<file path="src/rtl/aes_pkg.sv">
// rtl/aes_pkg.sv - shared constants and FSM state type for the AES round-key schedule controller
// Purpose : round count for AES-128, round-index width and the controller state encoding.
// Ports   : none (package).
package aes_pkg;

    localparam int NUM_ROUNDS_128 = 10;
    localparam int RK_IDX_W       = 4;

    typedef logic [1:0] aes_state_t;

    localparam aes_state_t ST_IDLE   = 2'd0;
    localparam aes_state_t ST_EXPAND = 2'd1;
    localparam aes_state_t ST_READY  = 2'd2;

endpackage

</file>
<file path="src/rtl/aes_rk_buffer.sv">
// rtl/aes_rk_buffer.sv - round-key storage, one write port and one registered read port
// Purpose : holds NUM_ROUNDS+1 round keys of BLOCK_LENGTH bits.
// Ports   : clk, rst          clock, async active-high reset (read register only)
//           i_wr_en/idx/data  write port
//           i_rd_en/idx       registered read of one slot
//           i_rd_clr          forces the read register to zero (rejected read)
//           o_rd_data         read register; holds when neither i_rd_en nor i_rd_clr
module aes_rk_buffer
    import aes_pkg::*;
#(
    parameter int BLOCK_LENGTH = 128,
    parameter int NUM_ROUNDS   = NUM_ROUNDS_128
) (
    input  logic                    clk,
    input  logic                    rst,
    input  logic                    i_wr_en,
    input  logic [RK_IDX_W-1:0]     i_wr_idx,
    input  logic [BLOCK_LENGTH-1:0] i_wr_data,
    input  logic                    i_rd_en,
    input  logic                    i_rd_clr,
    input  logic [RK_IDX_W-1:0]     i_rd_idx,
    output logic [BLOCK_LENGTH-1:0] o_rd_data
);

    // Storage is deliberately not reset; the controller gates reads with its READY state.
    logic [BLOCK_LENGTH-1:0] r_mem [0:NUM_ROUNDS];
    logic [BLOCK_LENGTH-1:0] r_rd_data;

    always_ff @(posedge clk) begin
        if (i_wr_en) begin
            r_mem[i_wr_idx] <= i_wr_data;
        end
    end

    always_ff @(posedge clk or posedge rst) begin
        if (rst) begin
            r_rd_data <= '0;
        end else if (i_rd_clr) begin
            r_rd_data <= '0;
        end else if (i_rd_en) begin
            r_rd_data <= r_mem[i_rd_idx];
        end
    end

    assign o_rd_data = r_rd_data;

endmodule

</file>
<file path="src/rtl/aes_key_sched_ctrl.sv">
// rtl/aes_key_sched_ctrl.sv - sequences an external key generator and buffers all round keys
// Purpose : on start, latches K0, issues rounds 0..NUM_ROUNDS to the generator, captures each
//           valid key into the buffer, then serves random-order round-key reads.
// Ports   : clk, rst                        clock, async active-high reset
//           start, key                      expansion request and cipher key K0
//           gen_en, gen_round, gen_key_init generator request side
//           gen_key, gen_valid              generator response side
//           busy, ready                     status (EXPAND / READY)
//           rk_req, rk_idx                  read request
//           rk_key, rk_valid, rk_err        registered read response
// Config  : AES_KEY_CACHE_HIT_EN - a start in READY with the already-latched key is a hit and
//           does not re-expand.
module aes_key_sched_ctrl
    import aes_pkg::*;
#(
    parameter int BLOCK_LENGTH = 128,
    parameter int NUM_ROUNDS   = NUM_ROUNDS_128
) (
    input  logic                    clk,
    input  logic                    rst,
    input  logic                    start,
    input  logic [BLOCK_LENGTH-1:0] key,
    output logic                    gen_en,
    output logic [RK_IDX_W-1:0]     gen_round,
    output logic [BLOCK_LENGTH-1:0] gen_key_init,
    input  logic [BLOCK_LENGTH-1:0] gen_key,
    input  logic                    gen_valid,
    output logic                    busy,
    output logic                    ready,
    input  logic                    rk_req,
    input  logic [RK_IDX_W-1:0]     rk_idx,
    output logic [BLOCK_LENGTH-1:0] rk_key,
    output logic                    rk_valid,
    output logic                    rk_err
);

    localparam logic [RK_IDX_W-1:0] LAST_IDX = RK_IDX_W'(NUM_ROUNDS);

    aes_state_t              r_state;
    logic [RK_IDX_W-1:0]     r_issue_cnt;
    logic [RK_IDX_W-1:0]     r_cap_cnt;
    logic [BLOCK_LENGTH-1:0] r_key_init;
    logic                    r_rk_valid;
    logic                    r_rk_err;

    logic w_hit;
    logic w_start_acc;
    logic w_issue_act;
    logic w_cap;
    logic w_rd_ok;
    logic w_rd_bad;

`ifdef AES_KEY_CACHE_HIT_EN
    assign w_hit = (r_state == ST_READY) && (key == r_key_init);
`else
    assign w_hit = 1'b0;
`endif

    // start is only honoured from IDLE or READY; during EXPAND it is dropped.
    assign w_start_acc = start && !w_hit && ((r_state == ST_IDLE) || (r_state == ST_READY));
    assign w_issue_act = (r_state == ST_EXPAND) && (r_issue_cnt <= LAST_IDX);
    assign w_cap       = (r_state == ST_EXPAND) && gen_valid;

    // Reads resolve against the pre-edge state, so a read alongside a re-start sees old keys.
    assign w_rd_ok  = rk_req && (r_state == ST_READY) && (rk_idx <= LAST_IDX);
    assign w_rd_bad = rk_req && !w_rd_ok;

    always_ff @(posedge clk or posedge rst) begin
        if (rst) begin
            r_state     <= ST_IDLE;
            r_issue_cnt <= '0;
            r_cap_cnt   <= '0;
            r_key_init  <= '0;
        end else begin
            case (r_state)
                ST_IDLE, ST_READY: begin
                    if (w_start_acc) begin
                        r_key_init  <= key;
                        r_issue_cnt <= '0;
                        r_cap_cnt   <= '0;
                        r_state     <= ST_EXPAND;
                    end
                end
                ST_EXPAND: begin
                    // Issue runs ahead independently of capture; a stalled generator only
                    // delays capture, it never rewinds issue.
                    if (w_issue_act) begin
                        r_issue_cnt <= r_issue_cnt + RK_IDX_W'(1);
                    end
                    if (w_cap) begin
                        r_cap_cnt <= r_cap_cnt + RK_IDX_W'(1);
                        if (r_cap_cnt == LAST_IDX) begin
                            r_state <= ST_READY;
                        end
                    end
                end
                default: r_state <= ST_IDLE;
            endcase
        end
    end

    always_ff @(posedge clk or posedge rst) begin
        if (rst) begin
            r_rk_valid <= 1'b0;
            r_rk_err   <= 1'b0;
        end else begin
            r_rk_valid <= w_rd_ok;
            r_rk_err   <= w_rd_bad;
        end
    end

    aes_rk_buffer #(
        .BLOCK_LENGTH (BLOCK_LENGTH),
        .NUM_ROUNDS   (NUM_ROUNDS)
    ) u_buf (
        .clk       (clk),
        .rst       (rst),
        .i_wr_en   (w_cap),
        .i_wr_idx  (r_cap_cnt),
        .i_wr_data (gen_key),
        .i_rd_en   (w_rd_ok),
        .i_rd_clr  (w_rd_bad),
        .i_rd_idx  (rk_idx),
        .o_rd_data (rk_key)
    );

    assign gen_en       = w_issue_act;
    assign gen_round    = w_issue_act ? r_issue_cnt : '0;
    assign gen_key_init = r_key_init;
    assign busy         = (r_state == ST_EXPAND);
    assign ready        = (r_state == ST_READY);
    assign rk_valid     = r_rk_valid;
    assign rk_err       = r_rk_err;

endmodule

</file>
<file path="config.mk">
export PLATFORM = sky130hd
export DESIGN_NAME = aes_key_sched_ctrl
export DESIGN_NICKNAME = d
export VERILOG_FILES = /design/src/rtl/aes_pkg.sv /design/src/rtl/aes_rk_buffer.sv /design/src/rtl/aes_key_sched_ctrl.sv
export SDC_FILE = /design/constraint.sdc
export NUM_CORES = 2
export LEC_CHECK = 0
export ABC_AREA = 1
export CAP_MARGIN = 15
export CORE_MARGIN = 8
export CORE_UTILIZATION = 36
export CTS_CLUSTER_SIZE = 28
export DETAILED_ROUTE_END_ITERATION = 7
export PLACE_DENSITY_LB_ADDON = 0.3
export SYNTH_ARGS = -nofsm -noshare
export SYNTH_HDL_FRONTEND = slang
export SYNTH_HIERARCHICAL = 1
export SYNTH_SLANG_ARGS = --single-unit
export TNS_END_PERCENT = 20
</file>
<file path="constraint.sdc">
create_clock -name clk -period 8.4 [get_ports clk]
set_clock_uncertainty 0.2 [all_clocks]
set_input_delay 2.1 -clock clk [delete_from_list [all_inputs] [get_ports clk]]
set_output_delay 2.1 -clock clk [all_outputs]
set_load 0.05 [all_outputs]
</file>
==> out/metrics.yaml <==
combPwrFrac: 0.215
r2r_cells: 8
dp_hpwl_mm: 101
drt-initial-drc-count: 3392
yosysWarnings: 6
regArea_sq_um: 49000
core_sq_um: 192000
drt-pass1-iter-count: 7
power_mw: 23.6
die_x_um: 454
grt.overflow.total: 0
rsz0062_at_grt: "no"
p_int_mw: 16.4
ctsHoldBuffers: 0
fin_area_sq_um: 82700
path_class: "flip-flop to output pin"
grt_pass1_wl_mm: 282
port-buffer-count: 529
critical_path.cell_chain: "inv_2, nor2_2, nand2_2, nor2_1, clkdlybuf4s50_1"
cp.arrival_ps: 2880
vdd_ir_drop_max_mv: 0.183
cts_tree: "built"
hold_path_depth: 2
grt_pass1_vias: 43383
cp-end-kind: "output pin"
drc_errors: 0
syn-cell-area_sq_um: 69200
layout_commonest_cell: "nand2_1"
synth_top_area_cell: "edfxtp_1"
num-fill-cells: 17601
io_pins: 530
post-route-util: 0.431
max-cap-violations: 0
grt_use_total: 0.180
grt_max_degree: 170
period_minus_slack_ps: 5180
p_sw_mw: 7.11
outcome: "finished clean"
cp.required_ps: 6100
worstMarginPinSlew_ps: 1180
p_seq_frac: 0.451
max_freq_mhz: 193
worstReg2RegStart: "r_state[0]"
fin_cells: 9228
drive_gt1_frac: 0.0729
cts.reportedPaths.clkPinSlew_ps: 60
switching_share: 0.302
layout.nets: 6792
syn_nets: 6347
finalSetupViolCount: 0
placed_area_sq_um: 76700
synth.area.top_cells: "edfxtp_1, nand2_1, dfrtp_1"
initial_core_util: 0.361
timing.slew.headroom: 0.210
vias_per_cell: 4.82
antenna_found_initial: 40
yosysSeqAreaShare: 0.708
root_buffer: "clkbuf_16"
post_cts_buffers: 0
worstHoldPathType: "flip-flop to flip-flop"
ant_nets: 0
cts_resized: 0
worstSkewPairLatency_ps: 830
ys_types: 25
start_kind: "flip-flop"
postSynthAreaPerCell_sq_um: 11.4
yosys.area.top_type_share: 0.611
ys_ff_latch: 1676
p_clk_frac: 0.334
synth_cells: 6078
reg2reg_setup_slack_ps: 4630
hold_viol: 0
place_congestion: 0.744
cts_max_path_buffers: 3
finalMaxSlewViolations: 0
post_drt_wl_per_cell_um: 20.8
cts_sinks: 1676
dieArea_sq_um: 206000
die_y_um: 454
min_from: "u_buf/o_rd_data[50]"
cp_slowest_cell: "clkdlybuf4s50_1"
route.vias.total: 44488
htree_levels: 4
syn_to_final_growth_pct: 19.5
routed_wl_mm: 192
finalCritPeriodShare: 0.617
hold_end: "u_buf/o_rd_data[50]"
final_cell_mix: "nand2_1, edfxtp_1, nand3_1, inv_1, clkdlybuf4s50_1"
reg2reg_to: "u_buf/r_mem[2][2]"
multi_input_area_sq_um: 15500
power.leakage_nw: 34.1
cp_max_fo: 9
num_rows: 161
power.density_nw_per_um2: 285
numCtsBuffers: 182
crit_path_max_incr_delay_ps: 870
dp.cells: 8865
==> Yosys cell counts <==
| cell | number |
|---|---|
| o22ai_1 | 1 |
| xor2_1 | 1 |
| buf_6 | 4 |
| nand2_2 | 3 |
| o211ai_1 | 128 |
| ha_1 | 4 |
| buf_2 | 144 |
| mux2_2 | 7 |
| buf_12 | 11 |
| nor2_1 | 24 |
| xnor2_1 | 1 |
| o21ai_0 | 3 |
| nand3_1 | 908 |
| a21oi_1 | 1 |
| buf_1 | 21 |
| nand2_1 | 2078 |
| nand4_1 | 1 |
| inv_2 | 3 |
| buf_4 | 44 |
| nor2_2 | 1 |
| inv_1 | 792 |
| edfxtp_1 | 1408 |
| dfrtp_1 | 268 |
| clkbuf_1 | 101 |
| mux2_4 | 121 |
==> layer usage <==
metal	up-vias	routed length, um	track usage
met5	-	168	0
met4	24	6730	0.0763
met3	345	11500	0.0366
met2	1279	94600	0.307
met1	21817	79300	0.224
li1	21023	-	-
==> power groups by stage <==
| stage | clock, mW | sequential [mW] | combinational [mW] |
|---|---|---|---|
| 6_report | 7.87 | 10.6 | 5.07 |
| 3_5_place_dp | 0 | 10.8 | 5.12 |
| 3_3_place_gp | 0 | 10.8 | 5.09 |
| 2_1_floorplan | 0 | 12.2 | 1.92 |
| 5_1_grt | 8.37 | 10.7 | 5.39 |
| 4_1_cts | 8.06 | 10.6 | 5.14 |
==> flip-flops by register name, summed over array words and instances (netlist names) <==
name / cells
gen_key_init: 128
u_buf/o_rd_data: 128
rk_err: 1
r_cap_cnt: 4
r_issue_cnt: 4
r_state: 2
u_buf/r_mem: 1408
rk_valid: 1
==> kinds of logic (layout without fill, tap and decap cells) <==
logic type,count (synthesis),in the layout,share of synthesized area
AND/OR/NAND/NOR,3015,3015,0.180
flip-flops,1676,1676,0.708
buffers and inverters,1120,1726,0.0688
AO/OA/AOI/OAI,133,133,0.0143
multiplexers,128,128,0.0274
adder cells (fa/ha/maj),4,4,0.000724
XOR/XNOR,2,2,0.000253
other,0,18,0
==> worst max path at each step <==
stage,start,end,depth (start not counted)
6_report,r_state[0],gen_round[3],5
5_1_grt,r_state[1],gen_round[1],4
4_1_cts,r_state[0],gen_round[2],5
3_5_place_dp,rk_idx[1],u_buf/o_rd_data[25],11
3_3_place_gp,rk_idx[1],u_buf/o_rd_data[29],11
2_1_floorplan,gen_valid,u_buf/r_mem[4][0],4
==> stage by stage <==
step	setup slack, ps	hold slack [ps]	setup TNS (ps)
global placement	2820	267	0
CTS	3120	280	0
finish	3220	277	0
detailed placement	2780	264	0
global route	3060	298	0
floorplan	-196	318	-266870
==> cell type report <==
class | count | share of cell area
multi-input combinational | 3282 | 0.188
inverter | 795 | 0.0365
timing repair buffer | 586 | 0.0724
tap | 2526 | 0.0382
antenna | 18 | 0.000545
clock buffer | 257 | 0.0619
clock inverter | 88 | 0.00997
sequential | 1676 | 0.593
==> worst max-delay path, delay by kind of cell (launching register included) <==
kind / cells / cell delay, ps
buf+inv: 2 / 940
flops: 1 / 330
simple gates: 3 / 790
No activity file was read; power rests on OpenSTA's default activity.
==> patch: new RTL, config.mk and constraints unchanged <==
Add an input register stage for `gen_key`, cleared by the reset; this delays it by one clock. The other inputs are not delayed to match.
--- a/src/rtl/aes_key_sched_ctrl.sv
+++ b/src/rtl/aes_key_sched_ctrl.sv
@@ -37,2 +37,12 @@
     localparam logic [RK_IDX_W-1:0] LAST_IDX = RK_IDX_W'(NUM_ROUNDS);
+
+    logic [BLOCK_LENGTH-1:0] gen_key_q;
+
+    always_ff @(posedge clk or posedge rst) begin
+        if (rst) begin
+            gen_key_q <= '0;
+        end else begin
+            gen_key_q <= gen_key;
+        end
+    end
 
@@ -119,3 +129,3 @@
         .i_wr_idx  (r_cap_cnt),
-        .i_wr_data (gen_key),
+        .i_wr_data (gen_key_q),
         .i_rd_en   (w_rd_ok),
Function: not settled (the Yosys comparison gave no result); the edit may change what the design does.
==> patch against the original RTL <==
Power up 3.3%. Count of clock-buffer cells in the layout up 28. Die area up 3.7%. Routed wire length up 5.6%. Sequential power up 7%. Combinational power down 9.5%. Synthesized area up 3.8%. Design area up 4.0%. Via count up 5.1%. Synthesized cell count up 6.6%. Sequential cell count up 128. Final cell count up 5.8%. Setup slack better by 71 ps. Worst hold slack worse by 2.2 ps. Critical endpoint unchanged. Largest cell class unchanged. Highest routed layer unchanged.
==> patch: results (changes against the original RTL) <==
Total clock buffers created by CTS = 192 (+5.5%)
Yosys cell types = 20 (-20%)
Min-delay src = gen_key_init[100]
M2 GR Usage = 30.7% (-0.044 points)
HPWL after detailed placement = 111000 µm (+9.7%)
Status = complete, no violations
Final Non-Filler Cells = 9760 (+5.8%)
Drt pass-1 iters = 5 (-2)
Max Freq = 196 MHz (+1.4%)
Worst R2R Start = r_state[1]
Met1 Use GR = 23.4% (+1.1 points)
Drt total wl = 203000 µm (+5.6%)
Worst hold endpoint = gen_key_init[100]
Pwr per Cell Area = 283 nW/µm² (-0.71%)
Met3 wire length = 14700 µm (+27%)
Placed cells = 9383 (+5.8%)
Critical R2R Capture = u_buf/r_mem[1][127]
VDD IR max = 287 µV (+57%)
R2r setup slk = 4820 ps (+190 ps)
Dpl ws = 2840 ps (+52.3 ps)
Nets = 7190 (+5.9%)
Async set or reset register ratio after synthesis = 22.0% (+6.0 points)
Largest net degree at the start of global routing = 158 (-7.1%)
Initial DRC Count = 3748 (+10%)
Mean Syn Cell Area = 11.1 µm² (-2.6%)
Met2 wire len = 97400 µm (+3.0%)
Post-Route M1 WL = 84200 µm (+6.2%)
Initial antenna violation count = 30 (-25%)
Net Sw Power = 0.00740 W (+4.1%)
Gr usage total = 18.4% (+0.38 points)
Met3 Usage GRT = 4.89% (+1.2 points)
Slew of the pin with the lowest slew margin = 1230 ps (+49.8 ps)
Share of layout cells above drive strength 1 = 5.22% (-2.1 points)
R2R depth = 6 (-2)
Ranking of synthesized cells by area = edfxtp_1 (59%), dfrtp_1 (14%), nand2_1 (13%)
Clock network fraction of design power = 34.6% (+1.2 points)
Combinational gate power = 0.00459 W (-9.5%)
Synth top cells by count = nand2_1 (2464), edfxtp_1 (1408), nand3_1 (908)
Post-DP Area = 79600 µm² (+3.8%)
## patch: worst register-to-register path, stage by stage (launching register included)
cell     delay, ps
dfrtp_1        400
nor2_4         330
nand2_2        180
inv_1          180
nand3_1        330
nor2_4         750
buf_4          770
## patch: cell families after synthesis
| kind of cell | count (synthesis) | synth area share [%] |
|---|---|---|
| flops | 1804 | 72.7 |
| simple gates | 3400 | 19.4 |
| fa+ha+maj | 4 | 0.0697 |
| compound gates | 134 | 1.38 |
| buf+inv | 1136 | 6.49 |
| xor+xnor | 1 | 0.0122 |
## patch: layout make-up
| type | instances | area [µm²] |
|---|---|---|
| clock inverters | 77 | 843 |
| inverters | 797 | 3030 |
| well taps | 2656 | 3320 |
| fillers | 18496 | 113000 |
| multi-input cells | 3539 | 15100 |
| flip-flops and latches | 1804 | 52200 |
| diodes | 15 | 37.5 |
| repair buffers | 587 | 5970 |
| clock buffers | 285 | 5530 |
